**config.mk**
```make
export PLATFORM = sky130hd
export DESIGN_NAME = ea_sequencer
export DESIGN_NICKNAME = d
export VERILOG_FILES = /design/src/rtl/pdp8_pkg.sv /design/src/rtl/ea_sequencer.sv
export SDC_FILE = /design/constraint.sdc
export NUM_CORES = 1
export LEC_CHECK = 0
export BUFFER_PORTS_ARGS = -buffer_cell sky130_fd_sc_hd__buf_2
export CAP_MARGIN = 20
export CORE_ASPECT_RATIO = 1.2
export CORE_MARGIN = 2
export CORE_UTILIZATION = 54
export CTS_BUF_LIST = sky130_fd_sc_hd__clkbuf_8
export DETAILED_ROUTE_END_ITERATION = 10
export HOLD_SLACK_MARGIN = 0.08
export PLACE_DENSITY_LB_ADDON = 0.05
export SLEW_MARGIN = 20
export SYNTH_ARGS = -nofsm -noshare
export SYNTH_HDL_FRONTEND = slang
export SYNTH_SLANG_ARGS = --single-unit
```
**constraint.sdc**
```tcl
create_clock -name clk -period 2.7 [get_ports clk]
set_input_delay 0.135 -clock clk [delete_from_list [all_inputs] [get_ports clk]]
set_output_delay 0.135 -clock clk [all_outputs]
set_load 0.02 [all_outputs]
```
**src/rtl/pdp8_pkg.sv**
```systemverilog
// pdp8_pkg: shared PDP-8 types, opcode and state enums, auto-index range constants.
package pdp8_pkg;

    typedef logic [11:0] word_t;

    typedef enum logic {DATA_READ = 1'b0, INSTR_READ = 1'b1} read_type_t;

    typedef enum logic [2:0] {
        OP_AND, OP_TAD, OP_ISZ, OP_DCA, OP_JMS, OP_JMP, OP_IOT, OP_OPR
    } opcode_t;

    typedef enum logic [2:0] {IDLE, CALC, IRD, AINC, DONE} ea_state_t;

    localparam word_t AUTOINDEX_LO_DEF = 12'o0010;
    localparam word_t AUTOINDEX_HI_DEF = 12'o0017;

    function automatic logic is_mri(opcode_t op);
        return (op != OP_IOT) && (op != OP_OPR);
    endfunction

endpackage

```
**src/rtl/ea_sequencer.sv**
```systemverilog
// ea_sequencer: PDP-8 MRI effective-address sequencer with indirect fetch and auto-index write-back.
module ea_sequencer
    import pdp8_pkg::*;
#(
    parameter int          READ_LATENCY = 1,
    parameter logic [11:0] AUTOINDEX_LO = AUTOINDEX_LO_DEF,
    parameter logic [11:0] AUTOINDEX_HI = AUTOINDEX_HI_DEF
) (
    input  logic        clk,
    input  logic        rst_n,
    input  logic        start,
    input  logic [11:0] instr,
    input  logic [11:0] pc,
    output logic        busy,
    output logic        done,
    output logic [11:0] ea,
    output logic [11:0] mem_address,
    output logic [11:0] mem_write_data,
    output logic        mem_read_enable,
    output logic        mem_read_type,
    output logic        mem_write_enable,
    input  logic [11:0] mem_read_data
);

    ea_state_t   r_state;
    logic [11:0] r_instr;
    logic [4:0]  r_page;
    logic [11:0] r_ea;
    logic [11:0] r_addr;
    logic [11:0] r_wdata;
    logic [2:0]  r_wait;

    opcode_t     w_op;
    logic [11:0] w_base;
    logic        w_auto;
    logic        w_last;
    logic [11:0] w_inc;
    logic        w_unused;

    // only the page bits of pc ever matter
    assign w_unused = ^pc[6:0];
    assign w_op     = opcode_t'(r_instr[11:9]);
    assign w_base   = r_instr[7] ? {r_page, r_instr[6:0]} : {5'b0, r_instr[6:0]};
    assign w_auto   = (w_base >= AUTOINDEX_LO) && (w_base <= AUTOINDEX_HI);
    assign w_last   = r_wait == 3'(READ_LATENCY - 1);
    assign w_inc    = mem_read_data + 12'd1;

    always_ff @(posedge clk or negedge rst_n) begin
        if (!rst_n) begin
            r_state <= IDLE;
            r_instr <= '0;
            r_page  <= '0;
            r_ea    <= '0;
            r_addr  <= '0;
            r_wdata <= '0;
            r_wait  <= '0;
        end else begin
            case (r_state)
                IDLE: if (start) begin
                    r_instr <= instr;
                    r_page  <= pc[11:7];
                    r_state <= CALC;
                end
                CALC: begin
                    r_wait <= '0;
                    if (!is_mri(w_op)) begin
                        r_ea    <= '0;
                        r_state <= DONE;
                    end else if (!r_instr[8]) begin
                        r_ea    <= w_base;
                        r_state <= DONE;
                    end else begin
                        r_addr  <= w_base;
                        r_state <= IRD;
                    end
                end
                IRD: begin
                    if (!w_last) begin
                        r_wait <= r_wait + 3'd1;
                    end else if (w_auto) begin
                        r_wdata <= w_inc;
                        r_ea    <= w_inc;
                        r_state <= AINC;
                    end else begin
                        r_ea    <= mem_read_data;
                        r_state <= DONE;
                    end
                end
                AINC:    r_state <= DONE;
                DONE:    r_state <= IDLE;
                default: r_state <= IDLE;
            endcase
        end
    end

    always_comb begin
        busy             = (r_state == CALC) || (r_state == IRD) || (r_state == AINC);
        done             = r_state == DONE;
        mem_read_enable  = r_state == IRD;
        mem_write_enable = r_state == AINC;
        mem_read_type    = DATA_READ;
        mem_address      = r_addr;
        mem_write_data   = r_wdata;
        ea               = r_ea;
    end

endmodule

```
==> reports/results.tsv, run 1 <==
stage	metric	value	unit
global_routing	grt_pass1_wl	10.7	mm
logic_synthesis	yosysTopAreaCellShare	50.2	%
detailed_routing	dr_total_vias	2331	
detailed_routing	met2_length	3.08	mm
clocking	cts_tree	yes	
final_layout	final_common_cell	buf_2	
power	pwr-share-seq	38.9	%
power	p_int	2.39	mW
sta	max_freq	452	MHz
critical_path	cp_cell_sequence	or3b_1 > clkinv_8 > nand4_4 > nor2_4 > mux2_2	
global_routing	grt_pass1_vias	2177	
critical_path	required	2.92	ns
critical_path	max_stage_delay	0.59	ns
clocking	clkSinkCount	58	
place	place.gp.congestion	0.838	
sta	skew	0.00671	ns
critical_path	rr_startpoint	r_state[1]	
sta	final-hold-violation-count	0	
floorplan	coreArea	0.00523	mm²
status	status	completed	
sta	setup-tns-final	0	ns
sta	slew_headroom	38.3	%
critical_path	critPathLaunch	r_state[1]	
power	p_sw_share	39.9	%
detailed_routing	firstDrtPassIters	4	
detailed_routing	wl_met1	2.91	mm
critical_path	worstSetupEndpointType	flop	
final_layout	areaGrowthSynthToFinish	26.1	%
critical_path	crit_cells	5	
critical_path	cp-endpoint	mem_write_data[8]	
detailed_routing	via_per_inst	5.56	
sta	fin_crit	2.21	ns
flow_run	cap_violations	0	
floorplan	fp-row-count	29	
global_routing	grt_use_total	23.1	%
clocking	clkTransAtPathRegs	0.06	ns
sta	fin_crit_sh	81.9	%
place	postPlaceCellArea	0.00328	mm²
detailed_routing	wl_per_cell	15.5	µm
global_routing	grt_max_degree	44	
logic_synthesis	seq_area_frac_synth	50.2	%
detailed_routing	drc	0	
sta	tightest_slew	0.926	ns
power	p_sw	1.59	mW
floorplan	pin_count	80	
clocking	cts_setup_buffers	0	
floorplan	die_x	70.8	µm
power	p_leak	1.67	nW
global_routing	antenna_found_initial	0	
detailed_routing	drt-total-wl	6.48	mm
sta	finalSetupViolCount	0	
worst_hold_path	hold_path_class	input port to flop	
final_layout	n_antenna_cell	0	
floorplan	die_area	0.00596	mm²
floorplan	fp.dieH	84.2	µm
logic_synthesis	syn_avg_cell_area	11.2	µm²
detailed_routing	wl_met3	386	µm
power	clkPwrFrac	18.7	%
critical_path	critPathTopFamily	simple AND/OR/NAND/NOR gates	
logic_synthesis	synth_area_leader_cell	dfrtp_1	
logic_synthesis	syn_area	0.00289	mm²
detailed_routing	ant_nets	0	
critical_path	r2r_cells	5	
logic_synthesis	netlist_instances	259	
logic_synthesis	synth_flop_cell	dfrtp_1	
critical_path	crit_buf_inv	1	
detailed_routing	drt_iter0_drc	145	
logic_synthesis	async_flop_share	100	%
logic_synthesis	synth.distinct_cells	57	
clocking	clk_latency	0.34	ns
final_layout	drive_above_1_share	37.3	%
clocking	htreeDepth	3	
final_layout	final_cell_mix	buf_2 (70), dfrtp_1 (58), mux2_2 (31)	
critical_path	worstPathMaxFanout	10	
global_routing	grt-ovfl-total	0	
place	numPortBuffers	70	
power	vdd_drop_max	0.000711	V
sta	slew_violations	0	
critical_path	critPathLaunchType	flop	
detailed_routing	top_layer_used	met4	
clocking	clockBufferDepth	2	
final_layout	nets	394	
critical_path	regToRegEndpoint	mem_write_data[8]	
clocking	clockRootBuffer	clkbuf_8	
clocking	cts-buffers-inserted	9	
critical_path	reg2reg_slack	0.49	ns
logic_synthesis	synth-seq-cells	58	
critical_path	crit_arrival	2.43	ns
logic_synthesis	synth_edf_count	0	
clocking	postCtsResizedCells	0	
power	cellPowerDensity	1090	mW/mm²
final_layout	final_cell_area	0.00365	mm²
critical_path	crit_type	flop to flop	
logic_synthesis	syn_nets	301	
logic_synthesis	synth.top_cells.by_area	dfrtp_1 (50%), mux2_2 (12%), a21oi_1 (2.9%)	
power	comb_power_share	42.4	%
place	dpl.hpwl	4.63	mm
critical_path	crit_slowest_cell	or3b_1	
sta	rsz0062_at_grt	false	
floorplan	start_util	55.4	%
logic_synthesis	yosys_warnings	0	
layer usage:
layer	vias up	global-route usage, %
met1	1108	31.1
met3	10	5.16
met5	-	0
li1	1138	-
met4	0	9.78
met2	75	36.1
registers in the layout, summed over array words and instances (netlist names):
name,cells
r_page,5
mem_address,12
mem_write_data,12
r_instr,11
ea,12
r_wait,3
r_state,3
final cells by class:
| class | count | area [µm²] |
|---|---|---|
| fillers | 420 | 1580 |
| flip-flops and latches | 58 | 1450 |
| multi-input cells | 179 | 1310 |
| repair buffers | 94 | 576 |
| clock buffers | 9 | 124 |
| well taps | 62 | 77.6 |
| clock inverters | 7 | 61.3 |
| inverters | 10 | 50.0 |
cells by family (layout without fill, tap and decap cells):
family / after synthesis / count (layout) / share of synthesized area (%)
adders and majority gates: 3 / 3 / 1.30
other: 1 / 1 / 0.130
buffers and inverters: 22 / 120 / 4.63
DFF: 58 / 58 / 50.2
xor gates and xnor gates: 8 / 8 / 2.42
muxes: 32 / 32 / 12.4
AOI/OAI and AO/OA: 64 / 64 / 15.0
and+or+nand+nor: 71 / 71 / 14.0
worst reg2reg max path: stages (launching register included):
cell	delay, ns
dfrtp_1	0.54
or3b_1	0.59
clkinv_8	0.14
nand4_4	0.16
nor2_4	0.30
mux2_2	0.37
Yosys cell counts, types with 2 or more instances:
cell and count:
nand2_1 12, or2_2 2, buf_6 3, inv_1 9
buf_2 4, mux2_2 31, a221oi_1 4, dfrtp_1 58
a21o_1 3, xnor2_1 5, and3_1 2, o21a_1 2
nand2b_1 2, o22ai_1 2, xor2_1 3, o22a_1 2
ha_1 3, nor2_1 20, a221o_1 2, a31oi_1 3
buf_4 3, nand3_1 12, a21oi_1 17, o21ai_0 13
clkbuf_1 2, or3_1 4, o211ai_1 2, nand4_1 3
nor3b_1 2, o31ai_1 2
how the worst min path moves through the flow:
stage / from / end / slack (ns) / depth (start not counted)
final: mem_read_data[9] / ea[9] / 0.13 / 3
after global routing: mem_read_data[9] / ea[9] / 0.16 / 3
after CTS: mem_read_data[9] / ea[9] / 0.12 / 3
after detailed placement: rst_n / r_wait[2] / 0.33 / 1
after global placement: rst_n / r_wait[2] / 0.33 / 1
after floorplan: rst_n / ea[0] / -0.16 / 0
through the flow:
| stage | setup WS [ns] | utilization (%) | total power [mW] | hold WS [ns] | cells |
|---|---|---|---|---|---|
| final | 0.489 | 69.8 | 3.98 | 0.134 | 419 |
| after global routing | 0.375 | 69.8 | 4.24 | 0.159 | 419 |
| after CTS | 0.481 | 69.8 | 4.00 | 0.124 | 419 |
| after detailed placement | 0.508 | 62.8 | 3.22 | 0.327 | 385 |
| after global placement | 0.534 | 62.8 | 3.19 | 0.330 | 385 |
| after floorplan | 0.806 | - | 2.75 | -0.161 | 259 |
timing repair:
item / in CTS / in global routing
setup endpoints to repair: 0 / 0
endpoints found under the hold margin: 58 / 0
hold buffers: 18 / 0
power by group through the flow:
| stage | clock, mW | combinational [mW] | sequential, mW |
|---|---|---|---|
| 2_1_floorplan | 0 | 1.01 | 1.74 |
| 3_3_place_gp | 0 | 1.65 | 1.54 |
| 3_5_place_dp | 0 | 1.66 | 1.56 |
| 4_1_cts | 0.763 | 1.70 | 1.55 |
| 5_1_grt | 0.802 | 1.84 | 1.60 |
| 6_report | 0.746 | 1.69 | 1.55 |
Note: power is estimated with default switching activity, not from simulation.
==> run 2: changes to the inputs <==
==> constraint.sdc (replaced) <==
create_clock -name clk -period 2.1 [get_ports clk]
set_input_delay 0.105 -clock clk [delete_from_list [all_inputs] [get_ports clk]]
set_output_delay 0.105 -clock clk [all_outputs]
set_load 0.02 [all_outputs]
==> run 2 against run 1 <==
Die area unchanged. Routed wire length up 4.3%. Combinational power is 37% higher. Clock-buffer cell count unchanged. Clock power grew 62%. Sequential share of layout area decreased by 1.5 points. Critical path type unchanged. Sequential power up 25%. Flip-flop and latch count unchanged. Non-clock buffer count is 10 higher. Register-to-register slack got worse by 0.36 ns.
==> reports/results.tsv, run 2 (synthesis results as in run 1) <==
stage	metric	value	unit
global_routing	grt-ovfl-total	0	
floorplan	die_area	0.00596	mm²
place	place.gp.congestion	0.876	
final_layout	drive_above_1_share	38.9	%
clocking	clockBufferDepth	2	
clocking	cts_tree	yes	
worst_hold_path	hold_path_class	input port to flop	
final_layout	areaGrowthSynthToFinish	31.0	%
critical_path	regToRegEndpoint	mem_write_data[9]	
power	clkPwrFrac	22.2	%
floorplan	coreArea	0.00523	mm²
power	cellPowerDensity	1440	mW/mm²
sta	slew_headroom	60.8	%
final_layout	final_common_cell	buf_2	
clocking	htreeDepth	3	
global_routing	grt_pass1_vias	2343	
global_routing	antenna_found_initial	0	
critical_path	max_stage_delay	0.53	ns
worst_hold_path	min-delay-start	mem_read_data[9]	
power	p_sw_share	38.0	%
critical_path	critPathLaunch	r_state[2]	
sta	rsz0062_at_grt	false	
clocking	clkSinkCount	58	
flow_run	cap_violations	0	
global_routing	grt_max_degree	35	
global_routing	grt_pass1_wl	11.4	mm
place	numPortBuffers	70	
clocking	clockRootBuffer	clkbuf_8	
power	p_sw	2.08	mW
critical_path	reg2reg_slack	0.13	ns
critical_path	crit_cells	5	
power	p_int	3.39	mW
global_routing	grt_use_total	24.3	%
power	pwr-share-seq	35.4	%
final_layout	n_antenna_cell	0	
sta	finalSetupViolCount	0	
critical_path	crit_buf_inv	1	
floorplan	fp.dieH	84.2	µm
critical_path	required	2.32	ns
sta	setup-tns-final	0	ns
worst_hold_path	hold_depth	3	
sta	max_freq	508	MHz
clocking	clkTransAtPathRegs	0.07	ns
detailed_routing	drc	0	
clocking	clk_latency	0.34	ns
critical_path	crit_arrival	2.19	ns
sta	final-hold-violation-count	0	
critical_path	worstPathMaxFanout	10	
power	comb_power_share	42.4	%
sta	slew_violations	0	
detailed_routing	drt_iter0_drc	165	
floorplan	fp-row-count	29	
sta	fin_crit_sh	93.7	%
critical_path	cp-endpoint	mem_write_data[9]	
sta	fin_crit	1.97	ns
detailed_routing	via_per_inst	5.51	
critical_path	crit_type	flop to flop	
critical_path	crit_slowest_cell	or3b_1	
critical_path	cp_cell_sequence	or3b_1 > clkinv_8 > nand4_4 > nor2_2 > mux2_2	
critical_path	critPathLaunchType	flop	
critical_path	r2r_cells	5	
final_layout	fin_util	72.6	%
detailed_routing	firstDrtPassIters	4	
clocking	postCtsResizedCells	0	
final_layout	final_cell_mix	buf_2 (70), dfrtp_1 (58), mux2_2 (31)	
power	p_leak	1.74	nW
detailed_routing	dr_total_vias	2369	
place	dpl.hpwl	4.78	mm
detailed_routing	ant_nets	0	
critical_path	rr_startpoint	r_state[2]	
floorplan	pin_count	80	
floorplan	start_util	55.4	%
critical_path	critPathTopFamily	simple AND/OR/NAND/NOR gates	
critical_path	worstSetupEndpointType	flop	
clocking	cts-buffers-inserted	9	
status	status	completed	
sta	tightest_slew	0.588	ns
floorplan	die_x	70.8	µm
detailed_routing	drt-total-wl	6.76	mm
final_layout	nets	405	
detailed_routing	wl_per_cell	15.7	µm
power	vdd_drop_max	0.000913	V
sta	skew	0.00945	ns
run 2: repair_timing:
item                       4_1_cts  5_1_grt
hold endpoints to repair        41        0
hold buffers                    18        0
setup buffers                    0        1
setup endpoints to repair        0        1
run 2: how the worst min path moves through the flow:
stage | endpoint | slack, ns
floorplan | ea[0] | -0.19
global placement | r_wait[0] | 0.13
detailed placement | r_wait[0] | 0.14
CTS | ea[9] | 0.09
global route | ea[9] | 0.13
finish | ea[9] | 0.09
run 2: routing by layer:
layer | vias up | global-route usage [%] | share of wire [%]
met5 | - | 0 | 0
met4 | 0 | 10.1 | 2.1
met3 | 13 | 4.92 | 4.4
met2 | 59 | 38.3 | 48
met1 | 1141 | 32.9 | 46
li1 | 1156 | - | -
run 2: worst register-to-register path: cells and delay by family (launching register included):
kind                   cells  cell delay (ns)
buffers and inverters      1             0.12
and+or+nand+nor            3             1.00
DFF                        1             0.38
muxes                      1             0.36
run 2: through the flow:
stage               worst slack (ns)  hold WS, ns  area (µm²)  total power [mW]  instances
floorplan                      0.206       -0.191        2890              3.53        259
global placement               0.175        0.133        3360              4.20        394
detailed placement             0.131        0.139        3360              4.26        394
CTS                            0.113       0.0920        3780              5.51        428
global route                  0.0432        0.127        3790              5.81        430
finish                         0.133       0.0948        3790              5.47        430
run 2: power groups by stage:
| stage | Clock (mW) | Sequential, mW | Combinational, mW |
|---|---|---|---|
| finish | 1.21 | 1.94 | 2.32 |
| global route | 1.28 | 1.99 | 2.54 |
| CTS | 1.23 | 1.94 | 2.35 |
| detailed placement | 0 | 1.95 | 2.31 |
| global placement | 0 | 1.94 | 2.27 |
| floorplan | 0 | 2.24 | 1.30 |
run 2: final cells by class:
cell class | instances | area, µm²
inverters | 10 | 50.0
clock buffers | 9 | 124
well taps | 62 | 77.6
clock inverters | 7 | 110
multi-input cells | 180 | 1320
flip-flops and latches | 58 | 1450
repair buffers | 104 | 663
fillers | 389 | 1430
==> run 3: changes to the inputs <==
--- a/config.mk
+++ b/config.mk
@@ -9,7 +9,7 @@
 export CAP_MARGIN = 20
 export CORE_ASPECT_RATIO = 1.2
 export CORE_MARGIN = 2
-export CORE_UTILIZATION = 54
+export CORE_UTILIZATION = 30
 export CTS_BUF_LIST = sky130_fd_sc_hd__clkbuf_8
 export DETAILED_ROUTE_END_ITERATION = 10
 export HOLD_SLACK_MARGIN = 0.08
==> run 3 against run 2 <==
Design area grew 1.8%. Non-clock buffer count is 4 higher. Global-route usage shrank 8.7 points. Critical path depth did not move. First-iteration DRC count fell by 41%. Flip-flop and latch count is the same. Utilization down 32 points. Hold slack improved by 0.018 ns. Via count is 1.5% higher. Sequential share of layout area down 0.69 points. Combinational power increased by 3%. Largest cell class unchanged.
==> reports/results.tsv, run 3 (synthesis results as in run 1) <==
stage	metric	value	unit
global_routing	grt_pass1_vias	2316	
detailed_routing	dr_total_vias	2404	
detailed_routing	drc	0	
place	place.gp.congestion	0.750	
final_layout	multi_input_area	0.00131	mm²
final_layout	nets	408	
sta	fin_crit_sh	92.6	%
worst_hold_path	hold_depth	3	
sta	finalSetupViolCount	0	
power	p_leak	1.74	nW
global_routing	grt_max_degree	23	
sta	setup-tns-final	0	ns
detailed_routing	via_per_inst	4.87	
global_routing	grt-ovfl-total	0	
critical_path	required	2.32	ns
critical_path	crit_arrival	2.17	ns
critical_path	reg2reg_slack	0.16	ns
critical_path	worstSetupEndpointType	flop	
floorplan	die_area	0.0105	mm²
sta	fin_crit	1.94	ns
place	place_ws	0.169	ns
final_layout	final_cell_mix	buf_2 (70), dfrtp_1 (58), mux2_2 (31)	
clocking	clockRootBuffer	clkbuf_8	
place	dpl.hpwl	5.78	mm
floorplan	fp.dieH	112	µm
sta	final-hold-violation-count	0	
sta	rsz0062_at_grt	false	
sta	slew_violations	0	
floorplan	die_x	93.7	µm
critical_path	worstPathMaxFanout	5	
critical_path	rr_startpoint	r_state[2]	
detailed_routing	drt_iter0_drc	98	
worst_hold_path	min_to	ea[9]	
worst_hold_path	hold_path_class	input port to flop	
detailed_routing	firstDrtPassIters	4	
clocking	postCtsResizedCells	0	
floorplan	pin_count	80	
flow_run	cap_violations	0	
final_layout	fillers	991	
clocking	clk_latency	0.34	ns
critical_path	r2r_cells	5	
floorplan	fp-row-count	39	
sta	tightest_slew	0.553	ns
sta	layout_setup_ws	0.155	ns
floorplan	start_util	30.6	%
clocking	clkSinkCount	58	
clocking	htreeDepth	3	
final_layout	final_common_cell	buf_2	
critical_path	regToRegEndpoint	ea[11]	
clocking	cts_setup_buffers	0	
place	numPortBuffers	70	
final_layout	drive_above_1_share	39.9	%
clocking	clkTransAtPathRegs	0.07	ns
clocking	cts_hold_buf	18	
global_routing	grt_use_total	15.6	%
status	status	completed	
worst_hold_path	min-delay-start	mem_read_data[9]	
final_layout	seq_area	0.00145	mm²
floorplan	coreArea	0.00947	mm²
critical_path	crit_type	flop to flop	
power	cellPowerDensity	1400	mW/mm²
sta	max_freq	514	MHz
sta	slew_headroom	63.2	%
clocking	clockBufferDepth	2	
final_layout	final_cell_area	0.00386	mm²
power	vdd_drop_max	0.000585	V
final_layout	areaGrowthSynthToFinish	33.4	%
detailed_routing	drt-total-wl	7.79	mm
global_routing	grt_pass1_wl	12.5	mm
detailed_routing	wl_per_cell	15.8	µm
final_layout	n_antenna_cell	0	
global_routing	antenna_found_initial	0	
clocking	cts-buffers-inserted	9	
clocking	cts_tree	yes	
detailed_routing	ant_nets	0	
critical_path	critPathLaunchType	flop	
place	postPlaceCellArea	0.00348	mm²
sta	skew	0.0118	ns
-- run 3: through the flow --
step	util (%)	instances	hold WS, ns	total power, mW
global placement	36.7	460	0.126	4.34
detailed placement	36.7	460	0.131	4.37
CTS	40.8	494	0.0896	5.48
finish	40.8	494	0.113	5.39
floorplan	-	259	-0.191	3.53
global route	40.8	494	0.0962	5.79
-- run 3: power breakdown --
group | internal (mW) | switching (mW)
combinational | 1.05 | 1.34
clock | 0.606 | 0.450
sequential | 1.60 | 0.351
total | 3.26 | 2.14
-- run 3: layout make-up --
cell class                      instances  area share, %
Clock buffer                           11           3.92
Clock inverter                          5           1.36
Inverter                               10           1.30
Multi-Input combinational cell        179           33.9
Sequential cell                        58           37.6
Tap cell                              123           3.99
Timing Repair Buffer                  108           18.0
-- run 3: critical path: stages, from the launching register on --
cell and delay, ns:
dfrtp_1 0.37, or3b_1 0.54, buf_4 0.22, and3_4 0.18
a21o_1 0.18, o32a_1 0.33
-- run 3: worst max-delay path by stage --
stage                from                 end  slack [ns]  cells past startpoint
6_report       r_state[2]              ea[11]        0.16                      5
5_1_grt        r_instr[6]               ea[7]        0.09                      4
4_1_cts        r_state[2]              ea[11]        0.15                      5
3_5_place_dp   r_state[2]              ea[11]        0.17                      5
3_3_place_gp   r_state[2]              ea[11]        0.17                      5
2_1_floorplan  r_state[0]  mem_write_data[11]        0.21                      7
-- run 3: per-layer routing --
layer	routed length [µm]	up-vias	track usage (%)
met5	0	-	0
met4	61	0	4.35
met3	467	5	4.53
met2	3620	70	23.6
met1	3630	1166	21.9
li1	-	1163	-
